`config.mk`:
```
export PLATFORM = sky130hd
export DESIGN_NAME = serial_deser_rx
export DESIGN_NICKNAME = d
export VERILOG_FILES = /design/src/rtl/serial_deser_rx.sv
export SDC_FILE = /design/constraint.sdc
export NUM_CORES = 1
export LEC_CHECK = 0
export CAP_MARGIN = 15
export CORE_ASPECT_RATIO = 0.8
export CORE_MARGIN = 3
export CORE_UTILIZATION = 35
export CTS_CLUSTER_DIAMETER = 100
export DETAILED_ROUTE_END_ITERATION = 8
export DONT_BUFFER_PORTS = 1
export PLACE_DENSITY = 0.45
export SLEW_MARGIN = 40
export SYNTH_ARGS = -nofsm -noshare
export SYNTH_HDL_FRONTEND = slang
export SYNTH_SLANG_ARGS = --single-unit
export TNS_END_PERCENT = 100
```
`constraint.sdc`:
```
create_clock -name clk -period 1.55 [get_ports clk]
set_input_delay 0 -clock clk [delete_from_list [all_inputs] [get_ports clk]]
set_output_delay 0 -clock clk [all_outputs]
set_load 0.02 [all_outputs]
```
`src/rtl/serial_deser_rx.sv`:
```
// Serial-to-parallel receiver: assembles WIDTH serial bits into a word and
// hands it off through a valid/ready output register with sticky overrun.
module serial_deser_rx #(
    parameter int unsigned WIDTH = 4
) (
    input  logic             clk,
    input  logic             rst,
    input  logic             s_din,
    input  logic             s_valid,
    input  logic             s_start,
    input  logic             dir,
    input  logic             p_ready,
    input  logic             ovr_clr,
    output logic [WIDTH-1:0] p_dout,
    output logic             p_valid,
    output logic             busy,
    output logic             overrun
);

    localparam int unsigned CW = $clog2(WIDTH);
    localparam logic [CW-1:0] LAST = CW'(WIDTH - 1);

    typedef enum logic {
        IDLE    = 1'b0,
        COLLECT = 1'b1
    } state_t;

    state_t           state, state_nx;
    logic [CW-1:0]    count, count_nx;
    logic [WIDTH-1:0] sr, sr_nx;
    logic             dir_q, dir_nx;
    logic             shift_dir_c;
    logic             word_done_c;
    logic             load_c;
    logic             drop_c;

    always_ff @(posedge clk or posedge rst) begin
        if (rst) state <= IDLE;
        else     state <= state_nx;
    end

    // Next-state, bit counter and shift path; a start bit or an idle bit opens a new word.
    always_comb begin
        state_nx    = state;
        count_nx    = count;
        sr_nx       = sr;
        dir_nx      = dir_q;
        shift_dir_c = dir_q;
        word_done_c = 1'b0;
        if (s_valid) begin
            if (state == IDLE || s_start) begin
                dir_nx      = dir;
                shift_dir_c = dir;
                count_nx    = CW'(1);
                state_nx    = COLLECT;
            end else if (count == LAST) begin
                word_done_c = 1'b1;
                count_nx    = '0;
                state_nx    = IDLE;
            end else begin
                count_nx    = count + CW'(1);
            end
            sr_nx = shift_dir_c ? {s_din, sr[WIDTH-1:1]} : {sr[WIDTH-2:0], s_din};
        end
    end

    assign load_c = word_done_c & (~p_valid | p_ready);
    assign drop_c = word_done_c & p_valid & ~p_ready;

    always_ff @(posedge clk or posedge rst) begin
        if (rst) begin
            count   <= '0;
            sr      <= '0;
            dir_q   <= 1'b0;
            p_dout  <= '0;
            p_valid <= 1'b0;
            overrun <= 1'b0;
        end else begin
            count   <= count_nx;
            sr      <= sr_nx;
            dir_q   <= dir_nx;
            if (load_c) p_dout <= sr_nx;
            p_valid <= load_c | (p_valid & ~p_ready);
            // A drop on the same edge as a clear keeps the flag set.
            overrun <= drop_c | (overrun & ~ovr_clr);
        end
    end

    assign busy = (state == COLLECT);

endmodule

```
After elaboration in Yosys (flattened, before gate mapping) --
Cells that the tools add are included.
Cells by class: divide/modulo/power cells 0, $mul 0, order comparisons 0, reduce and logical (&&, ||, !) cells 3, equality and inequality tests 1, bitwise gates (word level) 12, multiplexer cells 11, shifts and indexed selects 0, $add $sub $neg 1
Operators by type and width (count):
- 4-bit 2-to-1 mux | 2
- 1-bit 2-to-1 mux | 7
- 1-bit bitwise AND | 5
- 2-bit 2-to-1 mux | 2
- 1-bit NOT | 4
- 1-bit bitwise OR | 3
- 2-bit by 1-bit adder with 2-bit output, second input constant | 1
- 2-bit equality test, second input constant | 1
- 2-bit AND reduction | 1
- 2-bit nonzero test | 1
- 1-bit logical OR | 1
Word-level totals: bits in registers 14, memory bits (read-only) 0, word-level logic and storage cells 35, bits in latches 0, input port bits 8, memories 0, bits in writable memories 0

Logic depth before layout (Yosys ltp) --
depth in word-level cells 7, gate-level depth with buffers 5

Worst setup path before layout --
No wires, ideal clock.
kind reg-to-reg, from reg state, in the netlist busy, to reg dir_q, stages on the path, launching flop included 4, period minus slack after synthesis 1.300 ns, required time 1.425 ns, buffers on the path 0, path slack 0.250 ns, data arrival time 1.175 ns, cell sequence dfrtp_1 or2b_1 nand2_1 mux2_2
On the way: longest elaborated chain between the ends 3
Ends and longest elaborated chain:
- start, declared | RTL line 28 | state_t state, state_nx;
- start signal, assigned | RTL line 39 | else state <= state_nx;
- 1-bit NOT | RTL line 51 | if (state == IDLE || s_start) begin
- 1-bit logical OR | RTL line 51
- 1-bit 2-to-1 mux
- end signal, assigned | RTL line 81 | dir_q <= dir_nx;
- end, declared | RTL line 31 | logic dir_q, dir_nx;
No other way between the ends. A chain may end at the register's enable or synchronous reset.

Worst setup path in the final report --
from reg count[0], to reg p_dout[0]
On the way: longest elaborated chain between the ends 5
Ends and longest elaborated chain:
- start, declared | RTL line 29 | logic [CW-1:0] count, count_nx;
- start signal, assigned | RTL line 79 | count <= count_nx;
- 2-bit equality test | RTL line 56 | end else if (count == LAST) begin
- 1-bit 2-to-1 mux | RTL line 56
- 1-bit 2-to-1 mux | RTL line 51
- 1-bit 2-to-1 mux | RTL line 50 | if (s_valid) begin
- 1-bit bitwise AND | RTL line 67 | assign load_c = word_done_c & (~p_valid | p_ready);
- end signal, assigned | RTL line 82 | if (load_c) p_dout <= sr_nx;
- end, declared | RTL line 14 | output logic [WIDTH-1:0] p_dout,
No other way between the ends.

==> impl_metrics.csv <==
group,metric,value,unit
critical_path,path_buf_inv,0,
critical_path,critical_path_class,"register to register",
timing,finalSetupTns,0,ns
routing,drc,0,
synthesis,synth_area,729,sq um
hold_path,hold_path.class,"input port to register",
synthesis,synth_top_area_share,48.0,%
critical_path,slowest_delay,0.39,ns
finish,drive_above_1_share,16.3,%
routing,wl_per_cell,16.1,microns
synthesis,synth_area_per_cell,9.99,sq um
routing,drt_wl_total,1.68,mm
finish,layout_commonest_cell,"dfrtp_1",
floorplanning,start_util,37.9,%
floorplanning,die_h,46.8,microns
power,p_per_area,1370,mW/mm^2
synthesis,synth_cell_types,24,
timing,tightest_slew,0.527,ns
floorplanning,io_pins,15,
cts,cts_sinks,14,
critical_path,crit_path_end_kind,"register",
global_route,grt_start_max_net_pins,16,
cts,cts_buffer_depth,2,
synthesis,ys_ff_latch,14,
timing,finalClockSkew,0.00225,ns
synthesis,syn_nets,82,
timing,timing.hold.ws,0.0221,ns
critical_path,crit_path_top_delay_cell,"dfrtp_1",
synthesis,ys_warn_count,0,
critical_path,cp-start-kind,"register",
finish,area_delta_synth_final,13.6,%
critical_path,cp_max_fo,6,
placed_design,port-buffer-count,0,
timing,fin_crit_sh,88.1,%
power,p_total,1.13,mW
timing,max_slew_margin,64.7,%
routing,drtPass1Iterations,4,
cts,cts-buffers-inserted,3,
placed_design,hpwl,1.16,mm
global_route,grt.total_usage,14.1,%
floorplanning,die_w,57.0,microns
timing,timing.final.ws_setup,0.184,ns
placed_design,place.gp.congestion,0.701,
timing,slew_violations,0,
synthesis,syn_inst,73,
global_route,antenna_found_initial,0,
cts,root_buffer,"clkbuf_4",
critical_path,cp_top_family,"simple AND/OR/NAND/NOR gates",
floorplanning,rows,14,
cts,clk_pin_slew,0.09,ns
routing,viasPerCell,5.85,
floorplanning,core_region_area,0.00193,sq mm
outcome,outcome,"finished clean",
cts,cts_resized,0,
global_route,grt_pass1_vias,566,
synthesis,synth_area_leaders,"dfrtp_1 (48%), a31oi_1 (10%), and4bb_2 (6.9%)",
finish,final_cell_mix,"dfrtp_1 (14), a31oi_1 (12), nor2_1 (6)",
global_route,grt_pass1_wl,2.81,mm
routing,ant_nets,0,
finish,n_antenna_cell,0,
placed_design,dp_slack,0.231,ns
flow_run,maxCapViolations,0,
power,irDropWorstVdd,0.000799,V
timing,setup_viol,0,
critical_path,crit_required,1.71,ns
timing,rsz0062_at_grt,"false",
finish,fillers,207,
routing,vias,608,
synthesis,synth_top_area_cell,"dfrtp_1",
critical_path,crit_chain,"ha_1 -> and4b_1 -> and2_4 -> a31oi_1",
synthesis,seq_area_frac_synth,48.0,%
power,p_leak,0.338,nW
timing,hold_viol_final,0,
timing,post-route-min-period,1.37,ns
timing,max_freq,732,MHz
finish,num-nets-final,90,
cts,post-cts-setup-buffers,0,
cts,cts_tree,"yes",
global_route,overflow,0,
cts,h-tree-depth,1,
floorplanning,die_area,0.00267,sq mm
routing,drt_iter0_markers,18,
cts,clk_latency,0.29,ns
critical_path,worstPathArrival,1.53,ns
## layout make-up
class	count	area, sq um	area share, %
inverter	3	11.3	1.36
multi-input combinational	53	345	41.7
sequential	14	350	42.3
clock buffer	4	36.3	4.38
tap	24	30.0	3.63
timing repair buffer	6	55.1	6.65
## registers in the layout (all words and copies together), names as in the netlist
register	cells
p_valid	1
dir_q	1
sr	4
count	2
p_dout	4
busy	1
overrun	1
## cells in the mapped netlist, drive strengths merged
| library cell | n |
|---|---|
| dfrtp | 14 |
| a31oi | 12 |
| nand3 | 2 |
| o211ai | 1 |
| a21oi | 4 |
| nor2b | 5 |
| nand2 | 2 |
| ha | 1 |
| o21ai | 5 |
| mux2 | 1 |
| and4bb | 4 |
| or2b | 1 |
| and2 | 5 |
| o22ai | 1 |
| clkbuf | 2 |
| nand2b | 1 |
| nor2 | 6 |
| and4b | 1 |
| buf | 1 |
| inv | 3 |
| o21a | 1 |
## final timing paths
path,startpoint,end,slack (ns),depth (start not counted)
min,s_din,sr[3],0.02,2
max reg2reg,count[0],p_dout[0],0.18,4
max in group asynchronous,rst,dir_q,1.02,2
min reg2reg,count[1],count[1],0.53,2
max,count[0],p_dout[0],0.18,4
min in group asynchronous,rst,count[0],0.18,2
## power breakdown
group | total, mW | internal [mW] | leakage, nW | switching, mW
clock | 0.274 | 0.143 | 0.0210 | 0.131
combinational | 0.242 | 0.119 | 0.154 | 0.123
sequential | 0.618 | 0.461 | 0.163 | 0.157
## kinds of logic after synthesis
kind of cell,count (synthesis),synth area share [%]
compound gates,24,19.4
simple gates,27,24.7
buf+inv,6,4.63
flops,14,48.0
mux,1,1.54
fa+ha+maj,1,1.71
## per-layer routing
metal,share of wire [%],global-route usage (%),vias to the layer above
met1,51,19.0,305
met2,41,21.0,19
met4,0.78,4.17,0
met3,6.6,5.77,2
li1,-,-,282
met5,0,0,-
## what timing repair did
| action | in CTS | in global routing |
|---|---|---|
| hold endpoints to repair | 24 | 0 |
| endpoints found under the setup margin | 0 | 0 |
| hold buffers | 4 | 0 |
## through the flow
step / area [sq um] / utilization [%] / std cells
after detailed placement: 752 / 39.0 / 96
after CTS: 828 / 43.0 / 104
after global placement: 752 / 39.0 / 96
after floorplan: 729 / - / 73
after global routing: 828 / 43.0 / 104
final: 828 / 43.0 / 104
Power figures use the tool's default switching activity.
